[config.mk]
export PLATFORM = sky130hd
export DESIGN_NAME = my_pe_mac
export DESIGN_NICKNAME = d
export VERILOG_FILES = /design/src/rtl/my_pe_mac.sv
export SDC_FILE = /design/constraint.sdc
export NUM_CORES = 2
export LEC_CHECK = 0
export ABC_AREA = 1
export CAP_MARGIN = 10
export CORE_UTILIZATION = 53
export DETAILED_ROUTE_END_ITERATION = 8
export DONT_BUFFER_PORTS = 1
export PLACE_DENSITY = 0.65
export SYNTH_ARGS = -nofsm -noshare
export SYNTH_HDL_FRONTEND = slang
export SYNTH_SLANG_ARGS = --single-unit
[constraint.sdc]
create_clock -name aclk -period 54.6 [get_ports aclk]
set_input_delay 5.46 -clock aclk [delete_from_list [all_inputs] [get_ports aclk]]
set_output_delay 5.46 -clock aclk [all_outputs]
set_load 0.005 [all_outputs]
[src/rtl/my_pe_mac.sv]
// my_pe_mac -- FP32 multiply-accumulate processing element with a private
// operand buffer.
//
// The host loads the buffer through din/we/addr, then issues MAC requests.
// Each accepted request computes acc <= acc + ain * buffer[addr] using
// binary32 arithmetic (multiply rounded, then add rounded; not fused).
//
// Request handshake: a request is taken at a rising edge where valid=1 and
// the block can accept (IDLE, or the write-back cycle of the previous
// request). There is no ready signal; valid at any other edge is dropped
// without effect. dvalid pulses for one cycle when dout has been updated.
//
// Ports:
//   aclk        clock, rising edge
//   aresetn     asynchronous reset, active-high
//   ain         FP32 multiplicand, sampled with valid
//   din         FP32 word written to buffer[addr] when we=1
//   addr        buffer address for writes and MAC reads
//   we          buffer write enable
//   valid       MAC request strobe
//   dvalid      one-cycle pulse: dout was just updated
//   dout        FP32 accumulator
//   dbg_state_o current FSM state, for observation only
module my_pe_mac #(
    parameter int L_RAM_SIZE = 4
) (
    input  logic                  aclk,
    input  logic                  aresetn,
    input  logic [31:0]           ain,
    input  logic [31:0]           din,
    input  logic [L_RAM_SIZE-1:0] addr,
    input  logic                  we,
    input  logic                  valid,
    output logic                  dvalid,
    output logic [31:0]           dout,
    output logic [2:0]            dbg_state_o
);

    localparam logic [31:0] QNAN = 32'h7FC0_0000;

    typedef enum logic [2:0] {
        S_IDLE = 3'd0,
        S_MUL  = 3'd1,
        S_ADD  = 3'd2,
        S_HOLD = 3'd3,
        S_WB   = 3'd4
    } state_t;

    state_t      state_q, state_d;
    logic        dvalid_q, dvalid_d;
    logic [31:0] acc_q;
    logic [31:0] op_a_q, op_b_q;
    logic [31:0] prod_q, prod_d;
    logic [31:0] sum_q, sum_d;
    logic        accept;
    logic        commit;

    logic [31:0] buf_q [2**L_RAM_SIZE];

    // ------------------------------------------------------------------
    // FP32 multiply, round to nearest-even, subnormals flushed to +0.
    // ------------------------------------------------------------------
    function automatic logic [31:0] fp_mul(input logic [31:0] a, input logic [31:0] b);
        logic              a_nan, b_nan, a_inf, b_inf, a_zero, b_zero;
        logic              sr, rb, st, inc;
        logic [47:0]       p;
        logic [23:0]       m;
        logic [24:0]       mr;
        logic signed [9:0] e;
        logic [31:0]       res;
        a_nan  = (a[30:23] == 8'hFF) && (a[22:0] != 23'd0);
        b_nan  = (b[30:23] == 8'hFF) && (b[22:0] != 23'd0);
        a_inf  = (a[30:23] == 8'hFF) && (a[22:0] == 23'd0);
        b_inf  = (b[30:23] == 8'hFF) && (b[22:0] == 23'd0);
        a_zero = (a[30:23] == 8'h00);
        b_zero = (b[30:23] == 8'h00);
        sr     = a[31] ^ b[31];
        p      = 48'd0;
        m      = 24'd0;
        mr     = 25'd0;
        rb     = 1'b0;
        st     = 1'b0;
        inc    = 1'b0;
        e      = 10'sd0;
        res    = 32'd0;
        if (a_nan || b_nan) begin
            res = QNAN;
        end else if (a_inf || b_inf) begin
            res = (a_zero || b_zero) ? QNAN : {sr, 8'hFF, 23'd0};
        end else if (a_zero || b_zero) begin
            res = 32'd0;
        end else begin
            p = {24'd0, 1'b1, a[22:0]} * {24'd0, 1'b1, b[22:0]};
            e = $signed({2'b00, a[30:23]}) + $signed({2'b00, b[30:23]}) - 10'sd127;
            // Product of two 1.x mantissas lies in [1,4); pick the window
            // holding the leading one and keep round/sticky below it.
            if (p[47]) begin
                m  = p[47:24];
                rb = p[23];
                st = |p[22:0];
                e  = e + 10'sd1;
            end else begin
                m  = p[46:23];
                rb = p[22];
                st = |p[21:0];
            end
            inc = rb & (st | m[0]);
            mr  = {1'b0, m} + {24'd0, inc};
            if (mr[24]) begin
                mr = mr >> 1;
                e  = e + 10'sd1;
            end
            if (e >= 10'sd255)     res = {sr, 8'hFF, 23'd0};
            else if (e <= 10'sd0)  res = 32'd0;
            else                   res = {sr, e[7:0], mr[22:0]};
        end
        return res;
    endfunction

    // ------------------------------------------------------------------
    // FP32 add, round to nearest-even, subnormals flushed to +0, exact
    // zero sums give +0. Guard/round/sticky are carried in the low three
    // bits of the 27-bit working mantissa.
    // ------------------------------------------------------------------
    function automatic logic [31:0] fp_add(input logic [31:0] a, input logic [31:0] b);
        logic              a_nan, b_nan, a_inf, b_inf, a_zero, b_zero;
        logic [31:0]       x, y, res;
        logic [7:0]        d;
        logic [26:0]       mx, my, my_sh, n;
        logic [27:0]       s28;
        logic              lost, g, st, inc, found;
        logic [4:0]        lz;
        logic [24:0]       mr;
        logic signed [9:0] e;
        a_nan  = (a[30:23] == 8'hFF) && (a[22:0] != 23'd0);
        b_nan  = (b[30:23] == 8'hFF) && (b[22:0] != 23'd0);
        a_inf  = (a[30:23] == 8'hFF) && (a[22:0] == 23'd0);
        b_inf  = (b[30:23] == 8'hFF) && (b[22:0] == 23'd0);
        a_zero = (a[30:23] == 8'h00);
        b_zero = (b[30:23] == 8'h00);
        x      = a;
        y      = b;
        d      = 8'd0;
        mx     = 27'd0;
        my     = 27'd0;
        my_sh  = 27'd0;
        n      = 27'd0;
        s28    = 28'd0;
        lost   = 1'b0;
        g      = 1'b0;
        st     = 1'b0;
        inc    = 1'b0;
        found  = 1'b0;
        lz     = 5'd0;
        mr     = 25'd0;
        e      = 10'sd0;
        res    = 32'd0;
        if (a_nan || b_nan) begin
            res = QNAN;
        end else if (a_inf && b_inf) begin
            res = (a[31] != b[31]) ? QNAN : a;
        end else if (a_inf) begin
            res = a;
        end else if (b_inf) begin
            res = b;
        end else if (a_zero && b_zero) begin
            res = 32'd0;
        end else if (a_zero) begin
            res = b;
        end else if (b_zero) begin
            res = a;
        end else begin
            // x carries the larger magnitude and hence the result sign.
            if (b[30:0] > a[30:0]) begin
                x = b;
                y = a;
            end
            d  = x[30:23] - y[30:23];
            mx = {1'b1, x[22:0], 3'b000};
            my = {1'b1, y[22:0], 3'b000};
            if (d >= 8'd27) begin
                my_sh = 27'd1;
            end else begin
                my_sh    = my >> d;
                lost     = |(my & ((27'd1 << d) - 27'd1));
                my_sh[0] = my_sh[0] | lost;
            end
            e = $signed({2'b00, x[30:23]});
            if (x[31] == y[31]) begin
                s28 = {1'b0, mx} + {1'b0, my_sh};
                if (s28[27]) begin
                    n = {s28[27:2], s28[1] | s28[0]};
                    e = e + 10'sd1;
                end else begin
                    n = s28[26:0];
                end
            end else begin
                n = mx - my_sh;
            end
            if (n == 27'd0) begin
                res = 32'd0;
            end else begin
                for (int i = 26; i >= 0; i--) begin
                    if (!found) begin
                        if (n[i]) found = 1'b1;
                        else      lz = lz + 5'd1;
                    end
                end
                n   = n << lz;
                e   = e - $signed({5'b00000, lz});
                g   = n[2];
                st  = n[1] | n[0];
                inc = g & (st | n[3]);
                mr  = {1'b0, n[26:3]} + {24'd0, inc};
                if (mr[24]) begin
                    mr = mr >> 1;
                    e  = e + 10'sd1;
                end
                if (e >= 10'sd255)     res = {x[31], 8'hFF, 23'd0};
                else if (e <= 10'sd0)  res = 32'd0;
                else                   res = {x[31], e[7:0], mr[22:0]};
            end
        end
        return res;
    endfunction

    // Operand buffer: not reset, written on any edge with we=1.
    always_ff @(posedge aclk) begin
        if (we) buf_q[addr] <= din;
    end

    // FSM next state. The write-back cycle can also accept, which gives
    // one request per four cycles when valid is held high.
    always_comb begin
        state_d  = state_q;
        dvalid_d = 1'b0;
        accept   = 1'b0;
        commit   = 1'b0;
        case (state_q)
            S_IDLE: begin
                if (valid) begin
                    accept  = 1'b1;
                    state_d = S_MUL;
                end
            end
            S_MUL:  state_d = S_ADD;
            S_ADD:  state_d = S_HOLD;
            // S_HOLD pads the pipeline to its fixed four-cycle latency.
            S_HOLD: state_d = S_WB;
            S_WB: begin
                commit   = 1'b1;
                dvalid_d = 1'b1;
                if (valid) begin
                    accept  = 1'b1;
                    state_d = S_MUL;
                end else begin
                    state_d = S_IDLE;
                end
            end
            default: state_d = S_IDLE;
        endcase
    end

    // The add reads acc_q two cycles after capture, so a request accepted
    // in the write-back cycle sees the freshly committed sum.
    always_comb begin
        prod_d = fp_mul(op_a_q, op_b_q);
        sum_d  = fp_add(acc_q, prod_q);
    end

    always_ff @(posedge aclk or posedge aresetn) begin
        if (aresetn) begin
            state_q  <= S_IDLE;
            dvalid_q <= 1'b0;
            acc_q    <= 32'd0;
        end else begin
            state_q  <= state_d;
            dvalid_q <= dvalid_d;
            if (commit) acc_q <= sum_q;
        end
    end

    // Pipeline operands; contents are meaningless outside an operation,
    // so they need no reset.
    always_ff @(posedge aclk) begin
        if (accept) begin
            op_a_q <= ain;
            op_b_q <= buf_q[addr];
        end
        if (state_q == S_MUL) prod_q <= prod_d;
        if (state_q == S_ADD) sum_q  <= sum_d;
    end

    assign dvalid      = dvalid_q;
    assign dout        = acc_q;
    assign dbg_state_o = state_q;

endmodule

Word level (Yosys, flattened, before mapping)
Memories as Yosys holds them, arrays and structs flattened. A register that Yosys moved wholly into a read port is not among the register bits.
Cells that the tools add are included.
W data, S select, Z words.
{ "op_classes": {"n_lt_le_gt_ge": 6, "n_shift": 3, "n_reduce_logical": 32, "addsub": 39, "bitwise": 9, "muxes": 624, "eq_ne": 11, "n_mul": 1} }
{ "ops": {"columns": ["cell", "count"], "rows": [
  ["$mux W5", 268],
  ["$mux W32", 31],
  ["$mux W27", 17],
  ["$mux W1", 274],
  ["$mux W10", 24],
  ["$add A5 B1 Y5 const B", 26],
  ["$mux W24", 4],
  ["$logic_not A23 Y1", 4],
  ["$reduce_bool A23 Y1", 4],
  ["$add A24 B1 Y25", 2],
  ["$mul A24 B24 Y48", 1],
  ["$mux W23", 2],
  ["$eq A8 B8 Y1 const B", 4],
  ["$logic_not A8 Y1", 4],
  ["$gt A31 B31 Y1", 1],
  ["$add A10 B2 Y10 const B", 3],
  ["$add A27 B27 Y28", 1],
  ["$and A27 B27 Y27", 1],
  ["$logic_not A27 Y1", 1],
  ["$reduce_or A27 Y1", 1],
  ["$shl A1 B8 Y27 const A", 1],
  ["$shl A27 B5 Y27", 1],
  ["$shr A27 B8 Y27", 1],
  ["$sub A27 B1 Y27 const B", 1],
  ["27 further kinds", 48]
]} }
{ "totals": {"input_bits": 72, "elab_cells": 732, "n_memories": 1, "ram_bits": 512, "regBits": 132, "output_inout_bits": 36} }
{ "mem_list": {"columns": ["memory", "words", "width", "read_ports", "rd_ports_with_merged_regs", "write_ports", "line", "text"], "rows": [
  ["buf_q", 16, 32, 1, 1, 1, "58", "logic [31:0] buf_q [2**L_RAM_SIZE];"]
]} }

Depth between registers and ports, before layout
{ "depth": {"ltp_word": 353, "ltp_mapped": 161, "depth_no_buf": 157} }

Worst setup path after synthesis
OpenSTA, ideal clock, no wires.
{ "synth_timing": {"path_type": "register to register", "from": "register acc_q[27] (netlist: dout[27])", "to": "register sum_q[14], data pin", "required_ns": 54.336, "path_buffers": 5, "arrival_time_ns": 18.163, "synth_period_minus_slack_ns": 18.427, "stages_incl_launch_ff": 152, "slack_ns": 36.173, "path_cell_list": "dfrtp_1 -> inv_1 -> ha_1 -> nand2_2 -> nor2_1 -> nand3_1 -> nor3_1 -> nand2_1 -> nand2_4 -> nand2_4 -> nand2_2 -> nand3_2 -> ha_1 -> inv_1 -> nand2_4 -> nand2_1 -> nand4_1 -> nand2_2 -> [116 not listed] -> a21oi_1 -> nor3b_1 -> xor2_1 -> inv_1 -> nand3_1 -> nor2_1 -> nand2_1 -> o21ai_4 -> inv_1 -> nor2_1 -> nand3_2 -> nand2_4 -> inv_4 -> buf_8 -> nand2_1 -> o21ai_1 -> nand3b_1 -> nor2_1"} }
{ "synth_via": {"elab_chain_cells": 352, "word_cells_on_any_way": 646, "cone_classes": "add/sub (34); order compare (4); eq/ne (2); shift (3); mux (589); bitwise (6); reduce/logical (8)"} }
{ "synth_lines": {"columns": ["item", "line", "text"], "rows": [
  ["from (decl)", "51", "logic [31:0] acc_q;"],
  ["from (signal assigned)", "279", "if (commit) acc_q <= sum_q;"],
  ["$gt A31 B31 Y1", "174", "if (b[30:0] > a[30:0]) begin"],
  ["$mux W32", "174", null],
  ["$mux W32", "170", "end else if (b_zero) begin"],
  ["$mux W32", "168", "end else if (a_zero) begin"],
  ["$mux W32", "166", "end else if (a_zero && b_zero) begin"],
  ["$mux W32", "164", "end else if (b_inf) begin"],
  ["$mux W32", "162", "end else if (a_inf) begin"],
  ["$mux W32", "160", "end else if (a_inf && b_inf) begin"],
  ["[336 not listed]", null, null],
  ["$mux W32", "219", "if (e >= 10'sd255) res = {x[31], 8'hFF, 23'd0};"],
  ["$mux W32", "200", "if (n == 27'd0) begin"],
  ["$mux W32", "170", null],
  ["$mux W32", "168", null],
  ["$mux W32", "166", null],
  ["$mux W32", "164", null],
  ["$mux W32", "162", null],
  ["$mux W32", "160", null],
  ["to (signal assigned)", "291", "if (state_q == S_ADD) sum_q <= sum_d;"],
  ["to (decl)", "54", "logic [31:0] sum_q, sum_d;"]
]} }
Several ways; a longest one is shown, not always the timed one. The select of a mux whose other input is x is not followed.
A chain may end at the register's enable or synchronous reset.

Worst setup path in the final report
{ "layout_timing": {"from": "register acc_q[23] (netlist: dout[23])", "to": "register sum_q[3], data pin"} }
The elaborated chain is that of the path after synthesis.

==> impl_metrics.prom <==
# TYPE chip_impl_metric gauge
chip_impl_info{name="crit_slowest_cell",value="sky130_fd_sc_hd__ha_1"} 1
chip_impl_metric{name="gr-total-overflow",unit=""} 0
chip_impl_info{name="synth_top_flop_cell",value="sky130_fd_sc_hd__edfxtp_1"} 1
chip_impl_metric{name="met3_wl_post_dr",unit="um"} 12200
chip_impl_metric{name="first_global_vias",unit=""} 45500
chip_impl_metric{name="worst-r2r-setup-slack",unit="ns"} 30.87
chip_impl_metric{name="synthArstFlopShare",unit=""} 0.0533
chip_impl_metric{name="nets",unit=""} 7386
chip_impl_info{name="reg2reg_from",value="dout[23]$_DFFE_PP0P_"} 1
chip_impl_info{name="routed.top_layer",value="met4"} 1
chip_impl_metric{name="vias",unit=""} 46100
chip_impl_info{name="holdCritPathClass",value="reg2reg"} 1
chip_impl_info{name="unrepaired_setup_endpoints_after_global_routing",value="no"} 1
chip_impl_metric{name="count_of_pins_on_the_block_boundary",unit=""} 108
chip_impl_metric{name="cts_inserted_buffers",unit=""} 73
chip_impl_metric{name="sum_of_negative_setup_slack",unit="ns"} 0
chip_impl_metric{name="first_pass_detailed_route_iteration_total",unit=""} 5
chip_impl_metric{name="chipHeight",unit="um"} 333
chip_impl_metric{name="synth_edf_count",unit=""} 640
chip_impl_metric{name="buffer_and_inverter_count_on_the_worst_path",unit=""} 17
chip_impl_metric{name="track_usage",unit=""} 0.307
chip_impl_metric{name="first_pass_grt_wire_length",unit="um"} 264000
chip_impl_info{name="cp_common_cell",value="sky130_fd_sc_hd__nand2_1"} 1
chip_impl_info{name="worst_path_dominant_cell_family",value="simple AND/OR/NAND/NOR gates"} 1
chip_impl_metric{name="final_layout_size_suffix_gt1_frac",unit=""} 0.0650
chip_impl_metric{name="totalWireLength",unit="um"} 169000
chip_impl_metric{name="synthesis.area_per_instance",unit="sq um"} 8.77
chip_impl_metric{name="cts.path.max_buffers",unit=""} 3
chip_impl_info{name="yosys-top-cells-area",value="sky130_fd_sc_hd__edfxtp_1 (33%), sky130_fd_sc_hd__fa_1 (17%), sky130_fd_sc_hd__nand2_1 (9.1%)"} 1
chip_impl_metric{name="fin_worst_skew",unit="ns"} 0.0645
chip_impl_metric{name="relSlewSlack",unit=""} 0.200
chip_impl_metric{name="routedWlPerCell",unit="um"} 21.2
chip_impl_metric{name="postCtsHoldBufs",unit=""} 0
chip_impl_metric{name="worst-r2r-cell-count",unit=""} 132
chip_impl_metric{name="dpl_cell_area",unit="sq mm"} 0.0595
chip_impl_metric{name="vias_per_cell",unit=""} 5.76
chip_impl_metric{name="dp_hpwl",unit="um"} 120000
chip_impl_metric{name="maxSlewViolCount",unit=""} 0
chip_impl_metric{name="met2_wirelength",unit="um"} 81200
chip_impl_metric{name="placementRows",unit=""} 121
chip_impl_metric{name="ys_seq_area_frac",unit=""} 0.346
chip_impl_info{name="synth.most_common_cell",value="sky130_fd_sc_hd__nand2_1"} 1
chip_impl_metric{name="areaGrowthSynthToFinish",unit="%"} 6.71
chip_impl_metric{name="crit_required",unit="ns"} 54.97
chip_impl_metric{name="drv.max_cap_violation_count",unit=""} 0
chip_impl_metric{name="synth.top_cell.area_share",unit=""} 0.330
chip_impl_info{name="largest_area_contributor_in_the_synthesized_netlist",value="sky130_fd_sc_hd__edfxtp_1"} 1
chip_impl_info{name="clk_root_buffer_cell",value="sky130_fd_sc_hd__clkbuf_16"} 1
chip_impl_metric{name="post_synth_num_cell_types",unit=""} 77
chip_impl_metric{name="worst_hold_path.num_cells",unit=""} 2
chip_impl_info{name="outcome",value="finished, final reports clean"} 1
chip_impl_metric{name="synth-seq-cells",unit=""} 676
chip_impl_info{name="critical_path.reg2reg.endpoint",value="sum_q[3]$_SDFFCE_PP0P_"} 1
chip_impl_metric{name="route.layer.met1.wl",unit="um"} 69900
chip_impl_metric{name="worstPathArrival",unit="ns"} 24.11
chip_impl_info{name="hold_path_startpoint",value="sum_q[21]$_SDFFCE_PP0P_"} 1
chip_impl_metric{name="clk_transition_reported_paths",unit="ns"} 0.06
chip_impl_metric{name="h-tree-depth",unit=""} 3
chip_impl_metric{name="initial_utilization",unit=""} 0.534
chip_impl_metric{name="grt_start_max_net_pins",unit=""} 101
chip_impl_metric{name="cts_resized",unit=""} 0
chip_impl_metric{name="critPathMaxFanout",unit=""} 100
chip_impl_metric{name="detailed_route_iter0_violations",unit=""} 4232
chip_impl_metric{name="clock_latency",unit="ns"} 0.68
chip_impl_metric{name="antenna_violating_nets_post_route",unit=""} 0
chip_impl_metric{name="port_buffers",unit=""} 0
chip_impl_metric{name="core-area",unit="sq mm"} 0.109
chip_impl_metric{name="synth_warnings",unit=""} 0
chip_impl_metric{name="tightest_slew",unit="ns"} 1.20
chip_impl_metric{name="max_freq",unit="MHz"} 42.1
chip_impl_metric{name="chipWidth",unit="um"} 333
chip_impl_metric{name="fp.dieArea",unit="sq mm"} 0.111
chip_impl_info{name="critical_path.startpoint_type",value="flop"} 1
chip_impl_metric{name="grt_antenna_before_repair",unit=""} 0
chip_impl_metric{name="timing_hold_violations_final",unit=""} 0
chip_impl_info{name="critical_path.endpoint_type",value="flop"} 1
chip_impl_metric{name="diodes",unit=""} 0
chip_impl_metric{name="post-cts-setup-buffer-count",unit=""} 0
chip_impl_metric{name="final.period_utilization",unit=""} 0.435
chip_impl_metric{name="netlist_instances",unit=""} 6636
chip_impl_metric{name="synth.cell_area",unit="sq mm"} 0.0582
chip_impl_metric{name="cp_slowest_stage_delay",unit="ns"} 0.89
chip_impl_metric{name="finalSetupViolations",unit=""} 0
chip_impl_metric{name="stdcell_area",unit="sq mm"} 0.0621
chip_impl_metric{name="drc",unit=""} 0
chip_impl_metric{name="synth.net_count",unit=""} 7496
chip_impl_info{name="tritoncts",value="yes"} 1
chip_impl_metric{name="clock_sinks",unit=""} 676
chip_impl_metric{name="gp_congestion",unit=""} 1.00
chip_impl_info{name="sink_of_the_worst_hold_path",value="dout[21]$_DFFE_PP0P_"} 1
chip_impl_metric{name="finalWorstPathRequiredPeriod",unit="ns"} 23.73
chip_impl_info{name="worst-setup-path-type",value="reg2reg"} 1
chip_impl_info{name="synth_commonest_cells",value="sky130_fd_sc_hd__nand2_1 (1410), sky130_fd_sc_hd__inv_1 (1228), sky130_fd_sc_hd__edfxtp_1 (640)"} 1
[worst reg2reg max path, delay by kind of cell, from the launching register on]
kind | cells | cell delay, ns
AO/OA/AOI/OAI | 27 | 5.47
adder cells (fa/ha/maj) | 19 | 5.50
buffers and inverters | 17 | 1.84
XOR/XNOR | 2 | 0.47
AND/OR/NAND/NOR | 67 | 9.64
flip-flops | 1 | 0.50
[state kept, by name, summed over array words and instances (netlist names)]
signal	count
sum_q	32
dout	32
prod_q	32
op_a_q	32
dvalid	1
op_b_q	32
buf_q	512
dbg_state_o	3
[per-stage QoR]
stage / std cells / utilization / setup WS [ns] / hold WS, ns
floorplan: 6636 / - / 36.17 / 0.430
global placement: 7865 / 0.546 / 31.77 / 0.440
detailed placement: 7865 / 0.546 / 31.30 / 0.447
CTS: 7999 / 0.570 / 31.18 / 0.459
global route: 7999 / 0.570 / 28.63 / 0.481
finish: 7999 / 0.570 / 30.87 / 0.456
[how the worst max path moves through the flow]
stage | from | endpoint | cells past startpoint
2_1_floorplan | dout[27]$_DFFE_PP0P_ | sum_q[14]$_SDFFCE_PP0P_ | 151
3_3_place_gp | dout[23]$_DFFE_PP0P_ | sum_q[3]$_SDFFCE_PP0P_ | 132
3_5_place_dp | dout[23]$_DFFE_PP0P_ | sum_q[3]$_SDFFCE_PP0P_ | 132
4_1_cts | dout[23]$_DFFE_PP0P_ | sum_q[3]$_SDFFCE_PP0P_ | 132
5_1_grt | dout[23]$_DFFE_PP0P_ | sum_q[2]$_SDFFCE_PP0P_ | 132
6_report | dout[23]$_DFFE_PP0P_ | sum_q[3]$_SDFFCE_PP0P_ | 132
[kinds of logic after synthesis]
| family | Yosys count | share of synthesized area |
|---|---|---|
| AOI/OAI and AO/OA | 1012 | 0.104 |
| buffers and inverters | 1541 | 0.105 |
| xor gates and xnor gates | 153 | 0.0237 |
| and+or+nand+nor | 2465 | 0.189 |
| muxes | 1 | 0.000172 |
| adders and majority gates | 788 | 0.232 |
| DFF | 676 | 0.346 |
[cell usage in the layout, fill, tap and decap left out, types with 7 or more instances in the layout]
cell / n
sky130_fd_sc_hd__nand2_4: 11
sky130_fd_sc_hd__o22ai_1: 12
sky130_fd_sc_hd__o21ai_1: 55
sky130_fd_sc_hd__clkbuf_1: 13
sky130_fd_sc_hd__nand3_2: 23
sky130_fd_sc_hd__or4_1: 33
sky130_fd_sc_hd__nand2_1: 1408
sky130_fd_sc_hd__nor3_1: 50
sky130_fd_sc_hd__xnor2_1: 31
sky130_fd_sc_hd__nor2_4: 36
sky130_fd_sc_hd__a21o_1: 7
sky130_fd_sc_hd__ha_1: 303
sky130_fd_sc_hd__clkinv_1: 14
sky130_fd_sc_hd__o21bai_1: 16
sky130_fd_sc_hd__dfrtp_1: 36
sky130_fd_sc_hd__edfxtp_1: 640
sky130_fd_sc_hd__o21ai_0: 248
sky130_fd_sc_hd__nand3b_1: 16
sky130_fd_sc_hd__bufinv_16: 12
sky130_fd_sc_hd__a21oi_1: 325
sky130_fd_sc_hd__or2_2: 18
sky130_fd_sc_hd__inv_1: 1226
sky130_fd_sc_hd__xor2_1: 117
sky130_fd_sc_hd__nand3_1: 341
sky130_fd_sc_hd__fa_1: 485
sky130_fd_sc_hd__nor2_2: 27
sky130_fd_sc_hd__clkinv_2: 15
sky130_fd_sc_hd__nor2_1: 293
sky130_fd_sc_hd__o211ai_1: 9
sky130_fd_sc_hd__a31oi_1: 18
sky130_fd_sc_hd__a22oi_1: 260
sky130_fd_sc_hd__inv_2: 29
sky130_fd_sc_hd__nand4_1: 103
sky130_fd_sc_hd__clkbuf_16: 74
sky130_fd_sc_hd__nand2_2: 45
sky130_fd_sc_hd__buf_4: 89
sky130_fd_sc_hd__o21a_1: 10
sky130_fd_sc_hd__nor4_1: 35
[routing by layer]
layer,up-vias,track usage
li1,21400,-
met1,22700,0.405
met2,1712,0.515
met3,302,0.0435
met4,0,0.113
met5,-,0
[layout make-up]
type	instances	area (sq um)
flip-flops and latches	676	20100
well taps	1414	1770
fillers	9719	46800
repair buffers	89	668
multi-input cells	4419	32100
clock buffers	88	1910
inverters	1267	4770
clock inverters	46	696
Power is not shown: default switching activity piles up to over one toggle a cycle in this logic, so the estimate is an artifact.
